[src/rtl/ascii_dec_parser_if.sv]
// ascii_dec_parser_if
// Bundles the character input stream and the number output stream of the
// ASCII decimal parser.
//   in_valid/in_ready/in_data/in_last : character stream into the parser
//   out_valid/out_ready/out_value/out_eol/out_ovf/out_last : number stream out
//   done : level, whole stream consumed
// Handshake rule for both streams: a transfer happens on a rising clock edge
// where valid && ready; the sender holds its payload stable while valid is
// high and ready is low, and ready never depends on valid.
// slave  = parser side, master = producer/consumer side.
interface ascii_dec_parser_if #(
  parameter int W = 32
);
  logic         in_valid;
  logic         in_ready;
  logic [7:0]   in_data;
  logic         in_last;
  logic         out_valid;
  logic         out_ready;
  logic [W-1:0] out_value;
  logic         out_eol;
  logic         out_ovf;
  logic         out_last;
  logic         done;

  modport slave (
    input  in_valid, in_data, in_last, out_ready,
    output in_ready, out_valid, out_value, out_eol, out_ovf, out_last, done
  );

  modport master (
    output in_valid, in_data, in_last, out_ready,
    input  in_ready, out_valid, out_value, out_eol, out_ovf, out_last, done
  );
endinterface

[src/rtl/ascii_dec_parser.sv]
// ascii_dec_parser
// Turns a stream of ASCII characters into unsigned W-bit integers, one per
// run of decimal digits. Newline (0x0A) and any non-digit end a number; runs
// of terminators with no digits in between emit nothing.
// Ports:
//   clock : rising-edge clock
//   reset : synchronous, active-high; discards partial and held numbers
//   bus   : ascii_dec_parser_if.slave (character in, number out, done)
module ascii_dec_parser #(
  parameter int W = 32
) (
  input  logic                 clock,
  input  logic                 reset,
  ascii_dec_parser_if.slave    bus
);

  logic [W-1:0] acc_q, acc_d;
  logic         ovf_acc_q, ovf_acc_d;
  logic         pending_q, pending_d;
  logic         out_valid_q, out_valid_d;
  logic [W-1:0] out_value_q, out_value_d;
  logic         out_eol_q, out_eol_d;
  logic         out_ovf_q, out_ovf_d;
  logic         out_last_q, out_last_d;
  logic         done_q, done_d;

  logic         in_ready;
  logic         accept;
  logic         is_digit;
  logic         is_newline;
  logic [3:0]   digit;
  logic [W+3:0] acc_x10;
  logic [W-1:0] acc_next;
  logic         ovf_next;

  // Input is taken whenever the output register is free or being drained.
  assign in_ready   = !reset && (!out_valid_q || bus.out_ready);
  assign accept     = bus.in_valid && in_ready;
  assign is_digit   = (bus.in_data >= 8'h30) && (bus.in_data <= 8'h39);
  assign is_newline = (bus.in_data == 8'h0A);
  // ASCII digits sit at 0x30..0x39, so the low nibble is the digit value.
  assign digit      = bus.in_data[3:0];

  // acc*10 + d without a multiplier; 4 extra bits hold the full result so
  // any spill above W marks overflow.
  assign acc_x10  = ({4'b0, acc_q} << 3) + ({4'b0, acc_q} << 1)
                  + {{W{1'b0}}, digit};
  assign acc_next = acc_x10[W-1:0];
  assign ovf_next = ovf_acc_q || (acc_x10[W+3:W] != 4'b0);

  always_comb begin
    acc_d       = acc_q;
    ovf_acc_d   = ovf_acc_q;
    pending_d   = pending_q;
    out_valid_d = out_valid_q;
    out_value_d = out_value_q;
    out_eol_d   = out_eol_q;
    out_ovf_d   = out_ovf_q;
    out_last_d  = out_last_q;
    done_d      = done_q;

    // Output drained this cycle; a final number completes the stream.
    if (out_valid_q && bus.out_ready) begin
      out_valid_d = 1'b0;
      if (out_last_q) done_d = 1'b1;
    end

    if (accept) begin
      // Any accepted character starts (or continues) a new stream.
      done_d = 1'b0;
      if (is_digit) begin
        if (bus.in_last) begin
          out_valid_d = 1'b1;
          out_value_d = acc_next;
          out_eol_d   = 1'b0;
          out_ovf_d   = ovf_next;
          out_last_d  = 1'b1;
          acc_d       = '0;
          ovf_acc_d   = 1'b0;
          pending_d   = 1'b0;
        end else begin
          acc_d       = acc_next;
          ovf_acc_d   = ovf_next;
          pending_d   = 1'b1;
        end
      end else if (pending_q) begin
        out_valid_d = 1'b1;
        out_value_d = acc_q;
        out_eol_d   = is_newline;
        out_ovf_d   = ovf_acc_q;
        out_last_d  = bus.in_last;
        acc_d       = '0;
        ovf_acc_d   = 1'b0;
        pending_d   = 1'b0;
      end else if (bus.in_last) begin
        // Stream ends on a terminator with nothing pending: no number left.
        done_d = 1'b1;
      end
    end
  end

  always_ff @(posedge clock) begin
    if (reset) begin
      acc_q       <= '0;
      ovf_acc_q   <= 1'b0;
      pending_q   <= 1'b0;
      out_valid_q <= 1'b0;
      out_value_q <= '0;
      out_eol_q   <= 1'b0;
      out_ovf_q   <= 1'b0;
      out_last_q  <= 1'b0;
      done_q      <= 1'b0;
    end else begin
      acc_q       <= acc_d;
      ovf_acc_q   <= ovf_acc_d;
      pending_q   <= pending_d;
      out_valid_q <= out_valid_d;
      out_value_q <= out_value_d;
      out_eol_q   <= out_eol_d;
      out_ovf_q   <= out_ovf_d;
      out_last_q  <= out_last_d;
      done_q      <= done_d;
    end
  end

  assign bus.in_ready  = in_ready;
  assign bus.out_valid = out_valid_q;
  assign bus.out_value = out_value_q;
  assign bus.out_eol   = out_eol_q;
  assign bus.out_ovf   = out_ovf_q;
  assign bus.out_last  = out_last_q;
  assign bus.done      = done_q;

endmodule

[src/flat_wrapper.sv]
// flat-port wrapper written by rule: the top's interface ports become plain ports
module ascii_dec_parser_flat 
#(
  parameter int W = 32
)
  (clock, reset, bus_in_valid, bus_in_data, bus_in_last, bus_out_ready, bus_in_ready, bus_out_valid, bus_out_value, bus_out_eol, bus_out_ovf, bus_out_last, bus_done);
  ascii_dec_parser_if #(.W(W)) bus_i ();
  input  logic clock;
  input  logic reset;
  input wire logic [$bits(bus_i.in_valid)-1:0] bus_in_valid;
  input wire logic [$bits(bus_i.in_data)-1:0] bus_in_data;
  input wire logic [$bits(bus_i.in_last)-1:0] bus_in_last;
  input wire logic [$bits(bus_i.out_ready)-1:0] bus_out_ready;
  output wire logic [$bits(bus_i.in_ready)-1:0] bus_in_ready;
  output wire logic [$bits(bus_i.out_valid)-1:0] bus_out_valid;
  output wire logic [$bits(bus_i.out_value)-1:0] bus_out_value;
  output wire logic [$bits(bus_i.out_eol)-1:0] bus_out_eol;
  output wire logic [$bits(bus_i.out_ovf)-1:0] bus_out_ovf;
  output wire logic [$bits(bus_i.out_last)-1:0] bus_out_last;
  output wire logic [$bits(bus_i.done)-1:0] bus_done;
  assign bus_i.in_valid = bus_in_valid;
  assign bus_i.in_data = bus_in_data;
  assign bus_i.in_last = bus_in_last;
  assign bus_i.out_ready = bus_out_ready;
  assign bus_in_ready = bus_i.in_ready;
  assign bus_out_valid = bus_i.out_valid;
  assign bus_out_value = bus_i.out_value;
  assign bus_out_eol = bus_i.out_eol;
  assign bus_out_ovf = bus_i.out_ovf;
  assign bus_out_last = bus_i.out_last;
  assign bus_done = bus_i.done;
  ascii_dec_parser #(.W(W)) u_core (.clock(clock), .reset(reset), .bus(bus_i));
endmodule
[config.mk]
export PLATFORM = sky130hd
export DESIGN_NAME = ascii_dec_parser_flat
export DESIGN_NICKNAME = d
export VERILOG_FILES = /design/src/rtl/ascii_dec_parser_if.sv /design/src/rtl/ascii_dec_parser.sv /design/src/flat_wrapper.sv
export SDC_FILE = /design/constraint.sdc
export NUM_CORES = 1
export LEC_CHECK = 0
export ABC_AREA = 1
export CORE_ASPECT_RATIO = 0.7
export CORE_MARGIN = 3
export CORE_UTILIZATION = 35
export DETAILED_ROUTE_END_ITERATION = 8
export GPL_TIMING_DRIVEN = 0
export PLACE_DENSITY = 0.5
export SLEW_MARGIN = 20
export SYNTH_ARGS = -nofsm -noshare
export SYNTH_HDL_FRONTEND = slang
export SYNTH_SLANG_ARGS = --single-unit
[constraint.sdc]
create_clock -name clock -period 3.3 [get_ports clock]
set_input_delay 0.33 -clock clock [delete_from_list [all_inputs] [get_ports clock]]
set_output_delay 0.33 -clock clock [all_outputs]
set_load 0.005 [all_outputs]
Word level (Yosys, flattened, before mapping)
Cells that the tools add are included.
{"block": "classes", "addsub": 2, "order_cmp": 2, "n_eq_ne": 2, "mux": 31, "n_reduce_logical": 15}
{"cell": "32-bit 2-to-1 mux", "n": 6}
{"cell": "35-bit by 33-bit adder with 36-bit output", "n": 1}
{"cell": "36-bit by 4-bit adder with 36-bit output", "n": 1}
{"cell": "1-bit 2-to-1 mux", "n": 25}
{"cell": "8-bit by 4-bit equality test with 1-bit output, second input constant", "n": 1}
{"cell": "8-bit by 6-bit greater-or-equal comparator with 1-bit output, second input constant", "n": 1}
{"cell": "8-bit by 6-bit less-or-equal comparator with 1-bit output, second input constant", "n": 1}
{"cell": "2-bit nonzero test", "n": 3}
{"cell": "1-bit logical AND", "n": 4}
{"cell": "2-bit AND reduction", "n": 2}
{"cell": "4-bit nonzero test", "n": 1}
{"cell": "3-bit AND reduction", "n": 1}
{"cell": "1-bit logical NOT", "n": 2}
{"cell": "1-bit logical OR", "n": 2}
{"cell": "2-bit != test, second input constant", "n": 1}
{"block": "totals", "ff_bits": 71, "input_bits": 13, "out_inout_bits": 38, "wordCells": 61}

Depth between registers and ports, before layout
{"block": "logic_depth", "depth_word": 6, "mapped_depth": 19, "mapped_depth_nobuf": 19}

Worst setup path after synthesis
OpenSTA, ideal clock, no wires.
{"block": "synth_timing", "path_kind": "input to register", "start": "in bus_in_data[3]", "end": "reg u_core.out_value_q[29] (netlist: u_core.bus.out_value[29])", "arrival_ns": 2.310, "required_time_ns": 3.188, "slack_ns": 0.878, "cell_stages": 17, "cell_sequence": "inv_1 fa_1 inv_1 ha_1 nand2_1 nand2_1 nand3_1 nand2_1 nand2_1 nand2_1 nand2_1 o21ai_0 or2_2 nand2_1 nand2_1 nand2_1 nand2_1"}
{"block": "synth_via", "elab_chain_len": 4}
{"item": "from (decl)", "line": "flat_wrapper.sv:11", "source": "input wire logic [$bits(bus_i.in_data)-1:0] bus_in_data;"}
{"item": "branches (longest 4 deep; another with 36-bit by 4-bit adder with 36-bit output)"}
{"item": "to (signal assigned)", "line": "ascii_dec_parser.sv:118", "source": "out_value_q <= out_value_d;"}
{"item": "to (decl)", "line": "ascii_dec_parser.sv:21", "source": "logic [W-1:0] out_value_q, out_value_d;"}
Several ways; the timed one is not identified. The select of a mux whose other input is x is not followed.
A chain may end at the register's enable or synchronous reset.

Worst setup path in the final report
{"block": "layout_timing", "start": "in bus_in_data[3]", "end": "reg u_core.out_value_q[22] (netlist: u_core.bus.out_value[22])"}
Same word-level chain as after synthesis.

==> parameters.txt <==
Parameter                              Value

Status
  Run status    complete, no violations

Clock tree
  Clock buffer count from CTS    9
  Clock sink count    ~70
  Cell at the root of the clock tree    sky130_fd_sc_hd__clkbuf_16
  CTS clk-pin slew, worst paths    about 0.060 ns
  Source-to-sink clock delay at the later pin of the worst-skew pair    around 0.35 ns
  Clock tree from TritonCTS    done
  Total number of H-tree levels    3
  CTS max path bufs    2

Floorplan
  Number of primary I/O pins    between 50 and 60
  Initial cell density of the core    36.3%
  Die extent in x    between 150 and 200 um
  Y dimension of the die    about 110 um
  Number of standard-cell rows in the floorplan    37
  Die Footprint    between 0.015 and 0.02 mm2
  Core Region    approximately 0.015 mm2

Detailed routing
  Initial DRC Count    between 300 and 400
  Average detailed-routed wire length per instance    around 17 um
  Count of TritonRoute iterations in the first routing pass    5
  Remaining antenna violation count    0
  Drt drc    0
  Per-cell via count in the routed design    around 5
  Via count    roughly 5,600
  Routed wire length    approximately 18,000 um

STA
  Setup TNS after final layout    0 ns
  RSZ-0062 raised after global routing    no
  Upper clock frequency limit    around 0.33 GHz
  Min setup slack post-route    approximately 0.24 ns
  Actual slew at the worst max-slew pin    ~0.8 ns
  Shortest period the worst path allows    between 3 and 4 ns
  Period utilization    between 90 and 100%
  Remaining max-slew budget at the tightest pin    48.1%
  Maximum clock skew at final layout    roughly 0.011 ns
  Count of endpoints failing hold in the final timing report    0
  Max-slew violations    0
  Final setup viols    0

Synthesis
  Sequential element share of the synthesized area    approximately a quarter
  EDFF count, synth    0
  FF+latch count, synth    71
  Synthesis warning total    0
  Unique cell type count in the Yosys netlist    40
  Total nets after synthesis    just over 900
  Most frequently used flop master after synthesis    sky130_fd_sc_hd__dfxtp_1
  Mean instance size in the synthesized netlist    approximately 6.4 um2
  Number of standard cells after synthesis    ~850
  Cell area after technology mapping    around 0.0054 mm2
  Async set-or-reset flop fraction in the synthesized netlist    0%

Worst setup path
  Setup Crit Path Kind    in -> reg
  Type of origin of the critical path    input port
  Worst-path fanout max    3
  Critical path data required time    ~3.6 ns
  Critical path endpoint category    flop
  Data arrival time of the critical path    between 3 and 4 ns

Power
  Internal power consumption    1570 uW
  Static Leakage    between 0.003 and 0.004 uW
  Switching power total    496 uW
  Power density over the cells    around 320 mW/mm2
  Share of total power in the clock network    53.8%
  Flop pwr share    about two fifths
  Power share of the combinational group    under 10%
  Switching part of the total    between 20% and 30%
  Max VDD drop    between 0.15 and 0.2 mV

Final layout
  Layout Area Growth over Synthesis    19.9%
  Summed area of non-filler cells in the final layout    0.00650 mm2
  Share of final-layout standard cells stronger than drive strength 1    4.93%
  Commonest non-fill, non-tap cells in the layout    sky130_fd_sc_hd__nand2_1, sky130_fd_sc_hd__inv_1, sky130_fd_sc_hd__nor2_1
  Net count of the finished layout    a little under 1,000
  Final core utilization    between 40 and 50%
  Number of filler instances in the final layout    about 1,600
  Most common library cell in the layout ignoring fill and taps    sky130_fd_sc_hd__nand2_1
  Antenna diode count    0

Placed design
  Port buffer count    49
  Final weighted congestion in routability-driven placement    around 0.93
  HPWL after DPL    roughly 15,000 um
  Post-place instance area    slightly above 0.006 mm2
  Worst slack at placement    -0.241 ns

Global route
  Pin count of the biggest net entering global routing    15
  Vias in the first global route    around 5,000
  Grt ovf    0
  Global-route wire length before repair    around 29,000 um
  Number of antenna violations at the first check in global routing    0
  Global-route total usage across every layer    22.4%

Run
  Total of max-cap violations    0

Worst hold path
  Min-delay worst type    reg -> reg
[critical path, cell delays in order]
cell	delay [ns]
sky130_fd_sc_hd__clkdlybuf4s50_1	0.49
sky130_fd_sc_hd__inv_1	0.10
sky130_fd_sc_hd__fa_1	0.53
sky130_fd_sc_hd__fa_1	0.47
sky130_fd_sc_hd__inv_1	0.10
sky130_fd_sc_hd__nand2_1	0.07
sky130_fd_sc_hd__nand2_1	0.09
sky130_fd_sc_hd__nand3_1	0.13
sky130_fd_sc_hd__nand2_2	0.14
sky130_fd_sc_hd__nand2_1	0.05
sky130_fd_sc_hd__nand2_1	0.14
sky130_fd_sc_hd__a21oi_1	0.09
sky130_fd_sc_hd__inv_1	0.15
sky130_fd_sc_hd__xor2_2	0.21
sky130_fd_sc_hd__nor2_1	0.07
sky130_fd_sc_hd__o21ai_1	0.15
[stage by stage]
step / power, uW / hold WS, ns / cells
2_1_floorplan: 928 / 0.426 / 847
3_3_place_gp: 971 / 0.435 / 1091
3_5_place_dp: 971 / 0.446 / 1091
4_1_cts: 2090 / 0.458 / 1107
5_1_grt: 2130 / 0.466 / 1107
6_report: 2060 / 0.458 / 1107
[cells in the mapped netlist (5+ instances only)]
library cell | instances | area (um2)
sky130_fd_sc_hd__nand3_1 | 24 | 120
sky130_fd_sc_hd__clkbuf_1 | 12 | 45.0
sky130_fd_sc_hd__a21oi_1 | 70 | 350
sky130_fd_sc_hd__ha_1 | 63 | 788
sky130_fd_sc_hd__nor2_1 | 75 | 282
sky130_fd_sc_hd__o21ai_0 | 38 | 190
sky130_fd_sc_hd__xor2_1 | 16 | 140
sky130_fd_sc_hd__o21bai_1 | 7 | 52.6
sky130_fd_sc_hd__o21ai_1 | 24 | 120
sky130_fd_sc_hd__nor3_1 | 6 | 30.0
sky130_fd_sc_hd__nand2_1 | 293 | 1100
sky130_fd_sc_hd__a31oi_1 | 5 | 31.3
sky130_fd_sc_hd__inv_1 | 97 | 364
sky130_fd_sc_hd__buf_2 | 5 | 25.0
sky130_fd_sc_hd__dfxtp_1 | 71 | 1420
[worst paths after layout]
check	slack (ns)	depth (start not counted)	end	from
max reg2reg	0.40	15	u_core.bus.out_value[22]$_SDFFE_PP0P_	u_core.acc_q[0]$_SDFFE_PP0P_
min reg2reg	0.46	2	u_core.ovf_acc_q$_SDFFE_PP0P_	u_core.ovf_acc_q$_SDFFE_PP0P_
max	0.24	16	u_core.bus.out_value[22]$_SDFFE_PP0P_	bus_in_data[3]
min	0.46	2	u_core.ovf_acc_q$_SDFFE_PP0P_	u_core.ovf_acc_q$_SDFFE_PP0P_
[state kept, by name (all words and copies together), names as in the netlist]
name                  flops
u_core.bus.out_ovf        1
u_core.bus.out_last       1
u_core.bus.out_valid      1
u_core.bus.out_value     32
u_core.bus.done           1
u_core.acc_q             32
u_core.pending_q          1
u_core.bus.out_eol        1
u_core.ovf_acc_q          1
[layer usage]
metal	share of wire, %	vias to the layer above	global-route usage, %
met5	0	-	0
met3	8.1	13	5.27
met1	56	2520	36.7
li1	-	2847	-
met4	1.1	0	5.10
met2	35	189	28.1
[power by group through the flow]
stage               Sequential, uW  Combinational [uW]  Clock (uW)
floorplan                      881                46.6           0
finish                         862                91.0        1110
global route                   862                99.0        1170
detailed placement             881                90.1           0
global placement               881                89.5           0
CTS                            862                90.7        1140
[cell families (layout without fill, tap and decap cells)]
| kind of cell | Yosys count | count (layout) | synth area share, % |
|---|---|---|---|
| AOI/OAI and AO/OA | 155 | 155 | 15.6 |
| and+or+nand+nor | 415 | 415 | 30.9 |
| adders and majority gates | 65 | 65 | 15.3 |
| xor gates and xnor gates | 19 | 19 | 3.07 |
| DFF | 71 | 71 | 26.2 |
| buffers and inverters | 122 | 187 | 9.02 |
[timing repair]
item                                    in CTS  in global routing
endpoints found under the setup margin       0                  7
endpoints found under the hold margin        0                  0
hold buffers                                 0                  0
setup buffers                                0                  0
gates resized for setup                      0                  7
[layout make-up]
type / count / area (um2) / share of cell area [%]
Tap cell: 195 / 244 / 3.75
Sequential cell: 71 / 1420 / 21.9
Clock buffer: 9 / 225 / 3.46
Timing Repair Buffer: 49 / 490 / 7.54
Inverter: 101 / 382 / 5.87
Buffer: 21 / 108 / 1.65
Clock inverter: 7 / 104 / 1.60
Multi-Input combinational cell: 654 / 3530 / 54.3
Note: power is estimated with default switching activity, not from simulation.
==> variant (same settings) <==
`W` is set to 32 in 3 places; all go to 16.
--- a/src/rtl/ascii_dec_parser_if.sv
+++ b/src/rtl/ascii_dec_parser_if.sv
@@ -10,5 +10,5 @@
 // slave  = parser side, master = producer/consumer side.
 interface ascii_dec_parser_if #(
-  parameter int W = 32
+  parameter int W = 16
 );
   logic         in_valid;
--- a/src/rtl/ascii_dec_parser.sv
+++ b/src/rtl/ascii_dec_parser.sv
@@ -8,5 +8,5 @@
 //   bus   : ascii_dec_parser_if.slave (character in, number out, done)
 module ascii_dec_parser #(
-  parameter int W = 32
+  parameter int W = 16
 ) (
   input  logic                 clock,
--- a/src/flat_wrapper.sv
+++ b/src/flat_wrapper.sv
@@ -2,5 +2,5 @@
 module ascii_dec_parser_flat 
 #(
-  parameter int W = 32
+  parameter int W = 16
 )
   (clock, reset, bus_in_valid, bus_in_data, bus_in_last, bus_out_ready, bus_in_ready, bus_out_valid, bus_out_value, bus_out_eol, bus_out_ovf, bus_out_last, bus_done);
Ports: changed (resized bus_out_value); port bits go from 51 to 35. No check against the original RTL was run, so the function may have changed too.
==> variant against the original RTL <==
  * Via count is 53% lower
  * Sequential cell count is 32 lower
  * Area after synthesis is 48% lower
  * Routed wire length is 59% lower
  * Non-clock buffer count is 30 lower
  * Combinational power is 22% lower
  * First-iteration DRC count is 45% lower
  * Setup slack better by 290 ps
  * Clock power is 54% lower
  * Worst hold slack worse by 9.7 ps
  * Total power is 49% lower
  * Design area is 47% lower
==> variant: results (changes against the original RTL) <==
WL/cell=14.1 um (was 16.7 um); post-DP HPWL=6280 um (was 15000 um); starting DRC count in detailed routing=179 (was 326); synth top area cells=dfxtp_1, nand2_1, ha_1 (unchanged); skew final=6.07 ps (was 10.6 ps); vias in the first global route=2246 (was 5016); Total GRT Usage=16.9% (was 22.4%); Place WS=265 ps (was -241 ps); worst min-delay path category=flip-flop to flip-flop (unchanged); Total Wirelength=7610 um (was 18500 um); Worst VDD drop=0.291 mV (was 0.157 mV); critical path type=input port to flip-flop (unchanged); # nets final=486 (was 985); Avg Cell Area, Syn=7.07 sq um (was 6.41 sq um); CTS Buf Count=5 (was 9); GP Congestion=0.811 (was 0.930); dpl cells=531 (was 1091); slack of the worst reg-to-reg path=690 ps (was 400 ps); Post-synth top flop=dfxtp_1 (unchanged); asr flop ratio synth=0% (unchanged); 1st-pass router iterations=4 (was 5); post-synthesis sequential area ratio=27.7% (was 26.2%); Worst Path Max Fanout=3 (unchanged); delay-heaviest family, CP=simple AND/OR/NAND/NOR gates (was adder cells); post-CTS setup buffer count=0 (unchanged); syn nets=445 (was 925); worst r2r path cells=16 (was 15); share of cells above drive strength 1=9.52% (was 4.93%); origin of the critical flop-to-flop path=u_core.acc_q[0] (unchanged); CP Data Arrival Time=2940 ps (was 3340 ps); worst r2r dst=u_core.ovf_acc_q (was u_core.bus.out_value[22]); distinct cell type count after synthesis=41 (was 40); initial antenna violation count=0 (unchanged); placed cell area=3290 sq um (was 6160 sq um); # port buffers=34 (was 49); Leak Pwr=1.73 nW (was 3.32 nW); setup TNS=0 ps (unchanged); diode count=0 (unchanged); H-tree lvl count=2 (was 3); status=completed (unchanged); Slew HR=65.8% (was 48.1%); CP max-delay cell=fa_1 (unchanged); largest net degree at the start of global routing=13 (was 15); Synthesis Warnings=0 (unchanged); Post-synth top cells=nand2_1, inv_1, dfxtp_1, ha_1, o21ai_0 (was nand2_1, inv_1, nor2_1, dfxtp_1, a21oi_1); Worst-path clk slew=60 ps (about the same); fin crit period=2770 ps (was 3060 ps); fillcell total=806 (was 1587); start point of the critical path=bus_in_data[3] (unchanged); hold_ws=448 ps (was 458 ps); clk_lat worst skew=280 ps (was 350 ps); Resized cells post-CTS=0 (unchanged); via-per-instance ratio=4.81 (was 5.03); CTS root buf=clkbuf_16 (unchanged); Clock Path Buffers=2 (unchanged); CP max stage delay=590 ps (was 530 ps); first-pass GRT wire length=12000 um (was 29100 um)
[variant: changes by cell type after synthesis, sizes merged, moves of 12 or more]
cell / change
nand2: -170
inv: -42
xor2: -12
nor2: -48
o21ai: -26
a21oi: -52
dfxtp: -32
ha: -32
[variant: worst min path at each step]
stage / start / end / depth (start not counted)
finish: u_core.bus.out_eol / u_core.bus.out_eol / 2
global route: u_core.bus.out_value[14] / u_core.bus.out_value[14] / 2
CTS: u_core.ovf_acc_q / u_core.ovf_acc_q / 2
detailed placement: u_core.ovf_acc_q / u_core.ovf_acc_q / 2
global placement: u_core.ovf_acc_q / u_core.ovf_acc_q / 2
floorplan: reset / u_core.bus.out_valid / 1
[variant: per-layer routing]
layer | vias up | track usage, % | part of all wire, % | routed length [um]
met3 | 4 | 3.05 | 5.1 | 387
met4 | 0 | 2.40 | 0.67 | 51
met5 | - | 0 | 0 | 0
li1 | 1389 | - | - | -
met1 | 1160 | 27.8 | 56 | 4280
met2 | 40 | 22.5 | 38 | 2890
[variant: kinds of logic (layout without fill, tap and decap cells)]
| kind of cell | count (synthesis) | in the layout | share of synthesized area, % |
|---|---|---|---|
| buffers and inverters | 64 | 106 | 10.0 |
| adders and majority gates | 33 | 33 | 15.2 |
| DFF | 39 | 39 | 27.7 |
| AOI/OAI and AO/OA | 76 | 76 | 16.6 |
| xor gates and xnor gates | 9 | 9 | 2.79 |
| and+or+nand+nor | 178 | 178 | 27.8 |
[variant: where the power goes]
| part | total (mW) | internal (mW) | switching, mW |
|---|---|---|---|
| Combinational | 0.0712 | 0.0318 | 0.0394 |
| Clock | 0.510 | 0.321 | 0.189 |
| Sequential | 0.475 | 0.473 | 0.00163 |
[variant: layout make-up]
class                      count  area (sq um)  share of cell area [%]
buffer                         6          52.6                    1.53
clock buffer                   7           153                    4.43
clock inverter                 1          7.51                   0.218
inverter                      58           230                    6.68
multi-input combinational    296          1760                    51.1
sequential                    39           781                    22.7
tap                           98           123                    3.56
timing repair buffer          34           340                    9.88
[variant: worst register-to-register path: stages (launching register included)]
cell and delay (ps):
dfxtp_1 370, inv_1 100, fa_1 560, inv_1 60
ha_1 300, nand3_1 90, nand3_1 140, nand2_1 100
nand2_1 120, nand2_1 110, nand2_1 50, nand2_1 60
nand2_1 40, nor2_1 120, nand2_1 140, nand2_1 90
a21oi_1 50
